[src/rtl/pc_gen.sv]
// Program-counter generator: sequential, jump, branch and trap next-PC selection,
// with a one-entry pending redirect held across stalls. Optional macro: PC_GEN_MISALIGN_EN.
module pc_gen #(
  parameter int               XLEN      = 32,
  parameter logic [XLEN-1:0]  RESET_VEC = '0
) (
  input  logic            clk,
  input  logic            rst,
  input  logic [2:0]      pc_sel,
  input  logic            taken,
  input  logic            stall,
  input  logic [XLEN-1:0] rs1,
  input  logic [XLEN-1:0] imm,
  input  logic            trap,
  input  logic [XLEN-1:0] trap_vec,
  output logic [XLEN-1:0] pc,
  output logic            redirect,
  output logic            misalign,
  output logic [XLEN-1:0] bad_addr
);

  localparam logic [2:0] SEL_ADD4   = 3'd1;
  localparam logic [2:0] SEL_JAL    = 3'd2;
  localparam logic [2:0] SEL_JALR   = 3'd3;
  localparam logic [2:0] SEL_BRANCH = 3'd4;

  localparam logic [XLEN-1:0] STEP     = XLEN'(4);
  localparam logic [XLEN-1:0] CLR_BIT0 = {{(XLEN-1){1'b1}}, 1'b0};

  // K_SEQ moves by +4 (no redirect); K_JUMP changes flow and may be held pending.
  typedef enum logic [1:0] {
    K_HOLD,
    K_SEQ,
    K_JUMP
  } kind_e;

  logic [XLEN-1:0] pc_q, pc_d;
  logic            pend_v_q, pend_v_d;
  logic [XLEN-1:0] pend_t_q, pend_t_d;
  logic            redirect_q, redirect_d;

  kind_e           sel_kind;
  logic [XLEN-1:0] sel_tgt;
  logic [XLEN-1:0] load_tgt;
  logic            tgt_bad;

  always_comb begin
    sel_kind = K_HOLD;
    sel_tgt  = pc_q;
    case (pc_sel)
      SEL_ADD4: begin
        sel_kind = K_SEQ;
        sel_tgt  = pc_q + STEP;
      end
      SEL_JAL: begin
        sel_kind = K_JUMP;
        sel_tgt  = pc_q + imm;
      end
      SEL_JALR: begin
        sel_kind = K_JUMP;
        sel_tgt  = (rs1 + imm) & CLR_BIT0;
      end
      SEL_BRANCH: begin
        if (taken) begin
          sel_kind = K_JUMP;
          sel_tgt  = pc_q + imm;
        end else begin
          sel_kind = K_SEQ;
          sel_tgt  = pc_q + STEP;
        end
      end
      default: begin
        sel_kind = K_HOLD;
        sel_tgt  = pc_q;
      end
    endcase
  end

`ifdef PC_GEN_MISALIGN_EN
  // Misaligned targets are rejected outright rather than silently rounded.
  logic            misalign_q, misalign_d;
  logic [XLEN-1:0] bad_addr_q, bad_addr_d;

  assign tgt_bad  = |sel_tgt[1:0];
  assign load_tgt = sel_tgt;
`else
  assign tgt_bad  = 1'b0;
  assign load_tgt = sel_tgt & ~XLEN'(3);
`endif

  always_comb begin
    pc_d       = pc_q;
    pend_v_d   = pend_v_q;
    pend_t_d   = pend_t_q;
    redirect_d = 1'b0;
`ifdef PC_GEN_MISALIGN_EN
    misalign_d = 1'b0;
    bad_addr_d = bad_addr_q;
`endif
    if (trap) begin
      pc_d       = trap_vec;
      pend_v_d   = 1'b0;
      redirect_d = 1'b1;
    end else if (stall) begin
      // Only flow changes survive a stall; sequential steps are refetched later.
      if (sel_kind == K_JUMP) begin
        if (tgt_bad) begin
`ifdef PC_GEN_MISALIGN_EN
          misalign_d = 1'b1;
          bad_addr_d = sel_tgt;
`endif
        end else begin
          pend_v_d = 1'b1;
          pend_t_d = load_tgt;
        end
      end
    end else if (pend_v_q) begin
      pc_d       = pend_t_q;
      pend_v_d   = 1'b0;
      redirect_d = 1'b1;
    end else if (sel_kind != K_HOLD) begin
      if (tgt_bad) begin
`ifdef PC_GEN_MISALIGN_EN
        misalign_d = 1'b1;
        bad_addr_d = sel_tgt;
`endif
      end else begin
        pc_d       = load_tgt;
        redirect_d = (sel_kind == K_JUMP);
      end
    end
  end

  always_ff @(posedge clk or posedge rst) begin
    if (rst) begin
      pc_q       <= RESET_VEC;
      pend_v_q   <= 1'b0;
      pend_t_q   <= '0;
      redirect_q <= 1'b0;
    end else begin
      pc_q       <= pc_d;
      pend_v_q   <= pend_v_d;
      pend_t_q   <= pend_t_d;
      redirect_q <= redirect_d;
    end
  end

`ifdef PC_GEN_MISALIGN_EN
  always_ff @(posedge clk or posedge rst) begin
    if (rst) begin
      misalign_q <= 1'b0;
      bad_addr_q <= '0;
    end else begin
      misalign_q <= misalign_d;
      bad_addr_q <= bad_addr_d;
    end
  end

  assign misalign = misalign_q;
  assign bad_addr = bad_addr_q;
`else
  assign misalign = 1'b0;
  assign bad_addr = '0;
`endif

  assign pc       = pc_q;
  assign redirect = redirect_q;

endmodule

[config.mk]
export PLATFORM = sky130hd
export DESIGN_NAME = pc_gen
export DESIGN_NICKNAME = d
export VERILOG_FILES = /design/src/rtl/pc_gen.sv
export SDC_FILE = /design/constraint.sdc
export NUM_CORES = 1
export LEC_CHECK = 0
export ABC_AREA = 0
export CORE_MARGIN = 10
export CORE_UTILIZATION = 38
export DETAILED_ROUTE_END_ITERATION = 6
export PLACE_DENSITY = 0.75
export REMOVE_ABC_BUFFERS = 1
export SETUP_SLACK_MARGIN = 0.2
export SKIP_CTS_REPAIR_TIMING = 1
export SLEW_MARGIN = 25
export SYNTH_ARGS = -nofsm -noshare
export SYNTH_HDL_FRONTEND = slang
export SYNTH_SLANG_ARGS = --single-unit
export TNS_END_PERCENT = 5
[constraint.sdc]
create_clock -name clk -period 2.95 [get_ports clk]
set_clock_uncertainty 0.15 [all_clocks]
set_input_delay 0.4425 -clock clk [delete_from_list [all_inputs] [get_ports clk]]
set_output_delay 0.4425 -clock clk [all_outputs]
set_load 0.02 [all_outputs]
==> results.md <==
* Vias after detailed routing at ~9400
* Sw Pwr at between 2 and 2.5 mW
* Total GRT Usage at roughly a quarter
* Min cycle time layout at ~3000 ps
* Setup-failing EPs final at 9
* Maximum vdd drop at about 0.00033 V
* Cell Rows at 50
* Status: finished, violations left
* Period utilization at 102.7%
* Hold Vio Cnt, Final at 0
* Fraction of met1 tracks used by global routing at 31.17%
* Critical path peak fanout at 3
* RSZ-0062 raised after global routing: true
* First-pass GRT wire length at between 40000 and 50000 µm
* CP dominant cell by count: buf_4
* Clock sink count at 64
* Failing checks: negative setup slack
* DRC Markers at 0
* Avg Synthesized Cell Area at between 7 and 8 µm²
* Async S/R FF share, synth at between 90% and 100%
* Overflow after GRT at 0
* DRT Wirelength at approximately 34000 µm
* Count of cell types in the netlist at slightly above 70
* CTS root buf: clkbuf_16
* Largest delay share family, worst path: compound AO/OA/AOI/OAI gates
* CP Cell Sequence: dlymetal6s2s_1 -> ha_4 -> nand4_1 -> a211oi_2 -> buf_4 -> o211ai_1 -> nor2b_2 -> o21bai_1 -> buf_4 -> xor2_1 -> a21oi_1 -> a211oi_1
* CTS tree: built
* Fmax at approximately 330 MHz
* Sw frac at about 41%
* Initial antenna violation count at 0
* Cell taking the most area after synthesis: dfrtp_1
* Nets at ~1500
* Worst Setup SP: imm[2]
* DRT Pass-1 Iters at 5
* Type of the worst setup path: in -> reg
* Register area share after synthesis at 22.06%
* Layout area overhead at 64.41%
* CTS buffer count at 9
* Synth Flop Type: dfrtp_1
* Synthesis Warnings at 0
* Slew margin rel. at 56.12%
* Die Wd at around 160 µm
* Startpoint Class: primary input
* Leakage at between 5 and 6 nW
* Final GP Congestion at between 1 and 1.5
* PwrDens at 502.0 mW/mm²
* Least-Margin Pin Slew at roughly 660 ps
* Clk network pwr share at 20.3%
* Die area at between 0.02 and 0.03 mm²
* Gate count after technology mapping at 953
* Internal at 3.541 mW
* Post-synthesis register bit count at between 60 and 70
* ANT nets after route at 0
* CP required at about 3000 ps
* Clock Path Buffers at 2
* CP peak stage delay at approximately 540 ps
* Die Ht at ~160 µm
* Final setup margin at -79.27 ps
* CP arrival at 3140 ps
* Core area at 0.01877 mm²
* Max-cap violations at 0
* Synth top area share at between 20 and 25%
* CP Capture Type: flop
* Largest net degree at the start of global routing at 65
* Sequential share of power at 20.5%
* Power Total at roughly 6 mW
* Buf/Inv on CP at 3
* Vias per inst at between 6 and 7
* Worst r2r src: pc[7]
* Iter 0 DRT Violations at around 1000
* Routed len/inst at 21.65 µm
* Dpl hpwl at roughly 24000 µm
* Post-synth EDFFs at 0
* Clk_lat worst skew at between 300 and 400 ps
* CTS H-tree depth at 3
* Starting Density at between 30% and 40%
* Cell at the slowest stage of the critical path: a211oi_2
* Grt met3 use at 5.237%
* Worst hold path type: in -> async
* Area contributors post-synth: dfrtp_1 (22%), ha_1 (11%), a21oi_1 (6.3%)
* CTS clk-pin slew, worst paths at 60 ps
* Pre-CTS WS at -899.9 ps
* Mapped Area at between 0.007 and 0.008 mm²
* # diodes at 0
* Most used routing layer: met2
* Vias in the first global route at around 8900
* Layout cell share with drive strength beyond 1 at around a third
* Final Slew Violations at 0
* Met2 Use GR at slightly below 40%
* Port Buf Inserts at around 140
* Comb power frac at around three fifths
* I/O pins at 170
[stage by stage]
step | area (µm²) | hold slack, ps | utilization [%] | instances | TNS, ps
global route | 11940 | 351.3 | 63.61 | 1556 | -1608
floorplan | 6963 | 296.1 | - | 908 | -2608
CTS | 10870 | 331.2 | 57.92 | 1539 | -13600
global placement | 10550 | 309.5 | 56.20 | 1523 | -28260
detailed placement | 10550 | 314.3 | 56.20 | 1523 | -31690
finish | 11940 | 313.7 | 63.61 | 1556 | -382.1
[layout by cell type (no fill, tap or decap), types with 8 or more instances in the layout]
master,count
clkdlybuf4s50_1,102
a211oi_1,14
ha_4,23
buf_4,252
a21o_1,27
nor3_1,11
mux2i_1,8
nand3_1,25
inv_1,16
a21oi_1,72
o21ai_0,65
clkbuf_16,9
o22ai_1,22
o21ai_1,17
xnor2_1,27
dlymetal6s2s_1,30
a21oi_2,17
conb_1,33
nand2_1,91
xor2_1,29
o211ai_1,8
ha_1,32
a221oi_1,8
dfrtp_1,64
nand4_1,22
a31oi_1,15
nor2_1,77
[cells in the mapped netlist (13+ instances only)]
cell type and count:
xor2_1 29, xnor2_1 28, nor3_1 13, buf_4 33
inv_1 17, ha_1 61, nand3_1 27, clkbuf_1 40
dfrtp_1 64, a21oi_1 91, a21o_1 29, o21ai_0 84
o22ai_1 22, a31oi_1 19, nand2_1 93, nand4_1 22
a211oi_1 21, nor2_1 82
[tightest hold or removal path, cell delays in order]
cell,delay (ps)
clkdlybuf4s50_1,410
inv_2,70
buf_12,300
[sequential cells by signal (all words and copies together) (netlist names)]
name,cells
pend_t_q,30
pend_v_q,1
pc,32
redirect,1
[layer usage]
layer	vias to the layer above	wire length (µm)
met4	0	1286
met2	565	15750
met5	-	0
li1	4258	-
met1	4466	13190
met3	110	3470
[logic make-up after synthesis]
| logic type | count (synthesis) | share of synthesized area (%) |
|---|---|---|
| AO/OA/AOI/OAI | 364 | 32.33 |
| XOR/XNOR | 57 | 6.876 |
| adder cells (fa/ha/maj) | 61 | 10.51 |
| buffers and inverters | 96 | 6.738 |
| flip-flops | 64 | 22.06 |
| multiplexers | 11 | 1.568 |
| other | 1 | 0.05165 |
| AND/OR/NAND/NOR | 299 | 19.87 |
[power by group through the flow]
stage	Clock, mW	Sequential (mW)	Combinational (mW)
after floorplan	0	1.35	1.42
after global placement	0	1.21	2.99
after detailed placement	0	1.22	3.04
after CTS	1.21	1.21	3.06
after global routing	1.24	1.24	3.79
final	1.21	1.23	3.55
[final timing paths]
check	cells past startpoint	slack, ps	endpoint
max	12	-80	pc[14]
max in group asynchronous	3	1980	pc[26]
max reg2reg	10	-20	pend_t_q[24]
min	3	310	pend_v_q
min reg2reg	2	330	pend_t_q[24]
min in group clk	2	330	pend_t_q[24]
[final cells by class]
type	instances	area, µm²
clock inverters	5	80.08
inverters	19	71.32
clock buffers	11	242.7
multi-input cells	825	6167
fillers	1504	6830
well taps	234	292.8
flip-flops and latches	64	1602
repair buffers	398	3482
(Power assumes the default switching activity.)
